## src/rtl/pm32_pkg.sv

```systemverilog
// pm32_pkg: definitions shared by the pm32 multiply-accumulate path.
//   - FSM state encoding for pm32_dot_acc
//   - default product / accumulator / count widths
//   - product typedef matching the pm32 multiplier output
package pm32_pkg;

  localparam int PM32_PROD_W = 64;
  localparam int PM32_ACC_W  = 72;
  localparam int PM32_LEN_W  = 8;

  typedef logic [PM32_PROD_W-1:0] pm32_prod_t;

  typedef enum logic [1:0] {
    ST_IDLE  = 2'd0,
    ST_ACCUM = 2'd1,
    ST_DONE  = 2'd2
  } state_t;

endpackage

```

## src/rtl/pm32_dot_acc_if.sv

```systemverilog
// pm32_dot_acc_if: product and result valid/ready handshakes.
//   prod_valid/prod/prod_ready : product stream from the multiplier
//   res_valid/res/res_ready    : accumulated sum to downstream
// master = producer of products / consumer of results, slave = accumulator.
interface pm32_dot_acc_if
  import pm32_pkg::*;
#(
  parameter int PROD_W = PM32_PROD_W,
  parameter int ACC_W  = PM32_ACC_W
) ();

  logic              prod_valid;
  logic              prod_ready;
  logic [PROD_W-1:0] prod;
  logic              res_valid;
  logic              res_ready;
  logic [ACC_W-1:0]  res;

  modport master (
    output prod_valid, prod, res_ready,
    input  prod_ready, res_valid, res
  );

  modport slave (
    input  prod_valid, prod, res_ready,
    output prod_ready, res_valid, res
  );

endinterface

```

## src/rtl/pm32_dot_acc.sv

```systemverilog
// pm32_dot_acc: sums a programmed number of unsigned products into a wide
// accumulator and presents the total over a valid/ready handshake.
//   clk, rst_n    : clock, async active-low reset
//   start, len    : begin a job of len products (sampled only in IDLE)
//   bus (slave)   : prod_valid/prod/prod_ready in, res_valid/res/res_ready out
//   busy          : not IDLE
//   overflow      : sticky carry-out of the accumulator for the current job
module pm32_dot_acc
  import pm32_pkg::*;
#(
  parameter int PROD_W = PM32_PROD_W,
  parameter int ACC_W  = PM32_ACC_W,
  parameter int LEN_W  = PM32_LEN_W
) (
  input  logic             clk,
  input  logic             rst_n,
  input  logic             start,
  input  logic [LEN_W-1:0] len,
  pm32_dot_acc_if.slave    bus,
  output logic             busy,
  output logic             overflow
);

  state_t             state, state_nx;
  logic [ACC_W-1:0]   acc;
  logic [LEN_W-1:0]   cnt;
  logic               ovf;
  logic               beat;
  logic               last;
  logic [ACC_W:0]     sum;

  // Ready depends only on state, so a beat is just valid while in ACCUM.
  assign beat = (state == ST_ACCUM) && bus.prod_valid;
  assign last = (cnt == LEN_W'(1));
  // One extra bit captures the carry out of the accumulator.
  assign sum  = {1'b0, acc} + (ACC_W+1)'(bus.prod);

  always_ff @(posedge clk or negedge rst_n) begin
    if (!rst_n) state <= ST_IDLE;
    else        state <= state_nx;
  end

  always_comb begin
    state_nx       = state;
    bus.prod_ready = 1'b0;
    bus.res_valid  = 1'b0;
    bus.res        = '0;
    busy           = 1'b1;
    case (state)
      ST_IDLE: begin
        busy = 1'b0;
        if (start) state_nx = (len == '0) ? ST_DONE : ST_ACCUM;
      end
      ST_ACCUM: begin
        bus.prod_ready = 1'b1;
        if (beat && last) state_nx = ST_DONE;
      end
      ST_DONE: begin
        bus.res_valid = 1'b1;
        bus.res       = acc;
        if (bus.res_ready) state_nx = ST_IDLE;
      end
      default: state_nx = ST_IDLE;
    endcase
  end

  // Datapath: a start in IDLE clears the job; only beats update it afterwards,
  // so starts seen in ACCUM/DONE leave no trace.
  always_ff @(posedge clk or negedge rst_n) begin
    if (!rst_n) begin
      acc <= '0;
      cnt <= '0;
      ovf <= 1'b0;
    end else if (state == ST_IDLE && start) begin
      acc <= '0;
      cnt <= len;
      ovf <= 1'b0;
    end else if (beat) begin
      acc <= sum[ACC_W-1:0];
      cnt <= cnt - LEN_W'(1);
      if (sum[ACC_W]) ovf <= 1'b1;
    end
  end

  assign overflow = ovf;

endmodule

```

## src/flat_wrapper.sv

```systemverilog
// flat-port wrapper written by rule: the top's interface ports become plain ports
module pm32_dot_acc_flat import pm32_pkg::*;
#(
  parameter int PROD_W = PM32_PROD_W,
  parameter int ACC_W  = PM32_ACC_W,
  parameter int LEN_W  = PM32_LEN_W
)
  (clk, rst_n, start, len, busy, overflow, bus_prod_valid, bus_prod, bus_res_ready, bus_prod_ready, bus_res_valid, bus_res);
  pm32_dot_acc_if #(.PROD_W(PROD_W), .ACC_W(ACC_W)) bus_i ();
  input  logic clk;
  input  logic rst_n;
  input  logic start;
  input  logic [LEN_W-1:0] len;
  output logic busy;
  output logic overflow;
  input wire logic [$bits(bus_i.prod_valid)-1:0] bus_prod_valid;
  input wire logic [$bits(bus_i.prod)-1:0] bus_prod;
  input wire logic [$bits(bus_i.res_ready)-1:0] bus_res_ready;
  output wire logic [$bits(bus_i.prod_ready)-1:0] bus_prod_ready;
  output wire logic [$bits(bus_i.res_valid)-1:0] bus_res_valid;
  output wire logic [$bits(bus_i.res)-1:0] bus_res;
  assign bus_i.prod_valid = bus_prod_valid;
  assign bus_i.prod = bus_prod;
  assign bus_i.res_ready = bus_res_ready;
  assign bus_prod_ready = bus_i.prod_ready;
  assign bus_res_valid = bus_i.res_valid;
  assign bus_res = bus_i.res;
  pm32_dot_acc #(.PROD_W(PROD_W), .ACC_W(ACC_W), .LEN_W(LEN_W)) u_core (.clk(clk), .rst_n(rst_n), .start(start), .len(len), .bus(bus_i), .busy(busy), .overflow(overflow));
endmodule
```

## config.mk

```make
export PLATFORM = sky130hd
export DESIGN_NAME = pm32_dot_acc_flat
export DESIGN_NICKNAME = d
export VERILOG_FILES = /design/src/rtl/pm32_pkg.sv /design/src/rtl/pm32_dot_acc_if.sv /design/src/rtl/pm32_dot_acc.sv /design/src/flat_wrapper.sv
export SDC_FILE = /design/constraint.sdc
export NUM_CORES = 1
export LEC_CHECK = 0
export BUFFER_PORTS_ARGS = -buffer_cell sky130_fd_sc_hd__clkbuf_2
export CELL_PAD_IN_SITES_DETAIL_PLACEMENT = 1
export CELL_PAD_IN_SITES_GLOBAL_PLACEMENT = 2
export CORE_ASPECT_RATIO = 0.6
export CORE_UTILIZATION = 29
export DETAILED_ROUTE_END_ITERATION = 8
export PLACE_DENSITY_LB_ADDON = 0.1
export SLEW_MARGIN = 20
export SYNTH_ARGS = -nofsm -noshare
export SYNTH_HDL_FRONTEND = slang
export SYNTH_SLANG_ARGS = --single-unit
```

## constraint.sdc

```tcl
create_clock -name clk -period 3 [get_ports clk]
set_input_delay 0.3 -clock clk [delete_from_list [all_inputs] [get_ports clk]]
set_output_delay 0.3 -clock clk [all_outputs]
set_load 0.01 [all_outputs]
```

==> results.yml <==
layout:
  seqCellArea_um2: 2080
  fillers: 3234
  drive_gt1_frac: 0.305
  antenna_cells: 0
  nNetsFinal: 1426
  syn2layout_area_growth_pct: 39.8
  fin_area_um2: 10900
  fin_util: 0.414
  multi_input_area_um2: 6060
global_routing:
  grt_max_degree: 71
  antenna_found_initial: 0
  grt_pass1_wl_um: 49500
  grt_usage: 0.229
  grt_pass1_vias: 8567
  grt-ovfl-total: 0
floorplanning:
  die-area_um2: 27700
  die_y_um: 129
  initial_core_util: 0.296
  pin_count: 153
  core-area_um2: 26500
  rows: 46
  die_w_um: 214
timing:
  whs_ns: 0.130
  clock.fmax_mhz: 330
  fin_ws_ns: -0.0260
  period_minus_slack_ns: 3.03
  tightest_slew_ns: 0.903
  fin_skew_ns: 0.0162
  finalCritPeriodShare: 1.01
  finalSetupViolations: 2
  slew_violations: 0
  hold_viol: 0
  slew_headroom: 0.398
  rsz0062_at_grt: "yes"
yosys:
  post-synth-top-area-cell: "dfrtp_1"
  ys_ff_latch: 83
  netlist_instances: 1025
  synthDistinctLibCells: 68
  synth_warnings: 0
  synth-seq-area-share: 0.265
  ys.flop_type: "dfrtp_1"
  syn_area_um2: 7830
  synth_area_per_cell_um2: 7.64
  async_reset_ff_frac: 1.00
  synth_area_leaders: "dfrtp_1 (27%), ha_1 (11%), nand2_1 (7.3%)"
  synth_top_area_share: 0.265
  syn-num-nets: 1169
  synth_edf_count: 0
job:
  maxCapViolations: 0
route:
  ant_nets: 0
  drt_iter0_drc: 372
  drc: 0
  wl_per_cell_um: 19.1
  routed_via_density: 5.13
  drt-pass1-iter-count: 5
  vias: 8453
  drt_wl_total_um: 31500
critical_path:
  crit_type: "reg -> reg"
  end_kind: "register"
  worstPathRequired_ns: 3.31
  critPathArrivalTime_ns: 3.34
  cp_max_fo: 3
  start_kind: "register"
pwr:
  p_per_area_nw_per_um2: 873
  ir_worst_vdd_v: 0.000321
  clockPowerShare: 0.155
  netSwitchingPower_w: 0.00447
  power.total_w: 0.00956
  internal-power_w: 0.00509
  comb_power_share: 0.650
  pwr-share-seq: 0.195
  power_leakage_nw: 5.17
  p_sw_frac: 0.467
placed_design:
  port_buffers: 152
  gp_congestion: 0.819
  dpl_cell_area_um2: 9880
  place_hpwl_um: 24300
outcome:
  violations: "negative setup slack"
  status: "finished, violations left"
clocking:
  cts_tree: "yes"
  cts_max_level: 3
  clock_sinks: 83
  cts_inserted_buffers: 9
  ctsLongestPathBuffers: 2
  clk_pin_slew_ns: 0.07
  clockRootBuffer: "clkbuf_16"
  clk_latency_ns: 0.38
worst_hold_path:
  hold_class: "in -> reg"
[Yosys cell counts (5+ instances only)]
cell / instances
nand3_1: 24
nand2_1: 152
a211oi_1: 8
or3_1: 9
nand4_1: 24
o2111ai_1: 5
a31oi_1: 6
nand2b_1: 7
and2_1: 75
xor2_1: 30
ha_1: 66
a21oi_1: 94
nor4_1: 6
o211ai_1: 10
inv_1: 27
clkbuf_1: 48
a21o_1: 31
xnor2_1: 28
o21ai_0: 62
o21bai_1: 19
dfrtp_1: 83
nor2_1: 58
o21ai_1: 44
nor3_1: 22
o21a_1: 5
nor2b_1: 7
[layout by cell type, fill, tap and decap left out, types with 6 or more instances in the layout]
cell	instances
a21o_1	31
a21oi_1	82
a21oi_2	8
a21oi_4	6
and2_1	75
buf_4	136
clkbuf_16	9
clkbuf_2	151
dfrtp_1	83
ha_1	55
ha_4	10
inv_1	25
nand2_1	149
nand2b_1	7
nand3_1	21
nand4_1	24
nor2_1	57
nor2b_1	6
nor3_1	20
o211ai_1	10
o21ai_0	59
o21ai_1	40
o21bai_1	17
or3_1	9
xnor2_1	25
xor2_1	28
[final timing paths]
| path | start | endpoint | slack (ns) | cells past startpoint |
|---|---|---|---|---|
| max | u_core.acc[20] | u_core.acc[69] | -0.03 | 10 |
| min | bus_res_ready | u_core.state[1] | 0.13 | 2 |
| max reg2reg | u_core.acc[20] | u_core.acc[69] | -0.03 | 10 |
| min reg2reg | u_core.overflow | u_core.overflow | 0.50 | 1 |
| max in group asynchronous | rst_n | u_core.acc[48] | 1.79 | 3 |
| min in group asynchronous | rst_n | u_core.acc[1] | 0.53 | 2 |
[metal layers]
| metal | global-route usage | wire (um) | part of all wire |
|---|---|---|---|
| met5 | 0 | 0 | 0 |
| met4 | 0.0366 | 236 | 0.0075 |
| met3 | 0.0427 | 1160 | 0.037 |
| met1 | 0.359 | 17500 | 0.55 |
| met2 | 0.324 | 12600 | 0.40 |
[logic make-up (layout without fill, tap and decap cells)]
| logic type | Yosys count | after routing | share of synthesized area |
|---|---|---|---|
| and+or+nand+nor | 402 | 402 | 0.251 |
| AOI/OAI and AO/OA | 335 | 335 | 0.269 |
| DFF | 83 | 83 | 0.265 |
| buffers and inverters | 76 | 338 | 0.0369 |
| adders and majority gates | 67 | 67 | 0.108 |
| xor gates and xnor gates | 58 | 58 | 0.0649 |
| muxes | 4 | 4 | 0.00511 |
[area by class of cell]
cell class / count / area share
multi-input cells: 866 / 0.554
clock inverters: 6 / 0.0125
flip-flops and latches: 83 / 0.190
inverters: 27 / 0.00926
clock buffers: 10 / 0.0218
repair buffers: 295 / 0.172
well taps: 360 / 0.0411
[registers in the layout, summed over array words and instances, names as in the netlist]
signal and flops:
u_core.acc 72, u_core.cnt 8, u_core.state 2, u_core.overflow 1
[metrics by stage]
step	setup TNS (ns)	setup slack, ns	std cells
final	-0.0433	-0.0260	1647
after global routing	-1.65	-0.161	1647
after CTS	-0.0308	-0.0308	1640
after detailed placement	-5.65	-0.435	1619
after global placement	-4.25	-0.377	1619
after floorplan	0	0.0237	1025
[critical path: stages, from the launching register on]
cell and delay, ns:
dfrtp_1 0.42, ha_4 0.30, nand4_4 0.12, or4_4 0.53, and3_4 0.21, a221oi_4 0.33, a21oi_4 0.12, o31ai_4 0.33
a21oi_2 0.11, or4_4 0.43, nand3_2 0.07
[what timing repair did]
item                                    4_1_cts  5_1_grt
buffers inserted                              4        7
hold endpoints to repair                      9        0
endpoints found under the setup margin       28       31
pin swaps                                    17       31
gates resized for setup                      44       59
hold buffers                                  1        0
[power by group through the flow]
stage	sequential [W]	combinational [W]	clock (W)
floorplan	0.00174	0.00350	0
global placement	0.00184	0.00561	0
detailed placement	0.00186	0.00568	0
CTS	0.00185	0.00591	0.00152
global route	0.00191	0.00688	0.00155
finish	0.00186	0.00622	0.00148
No activity file was read; power rests on OpenSTA's default activity.
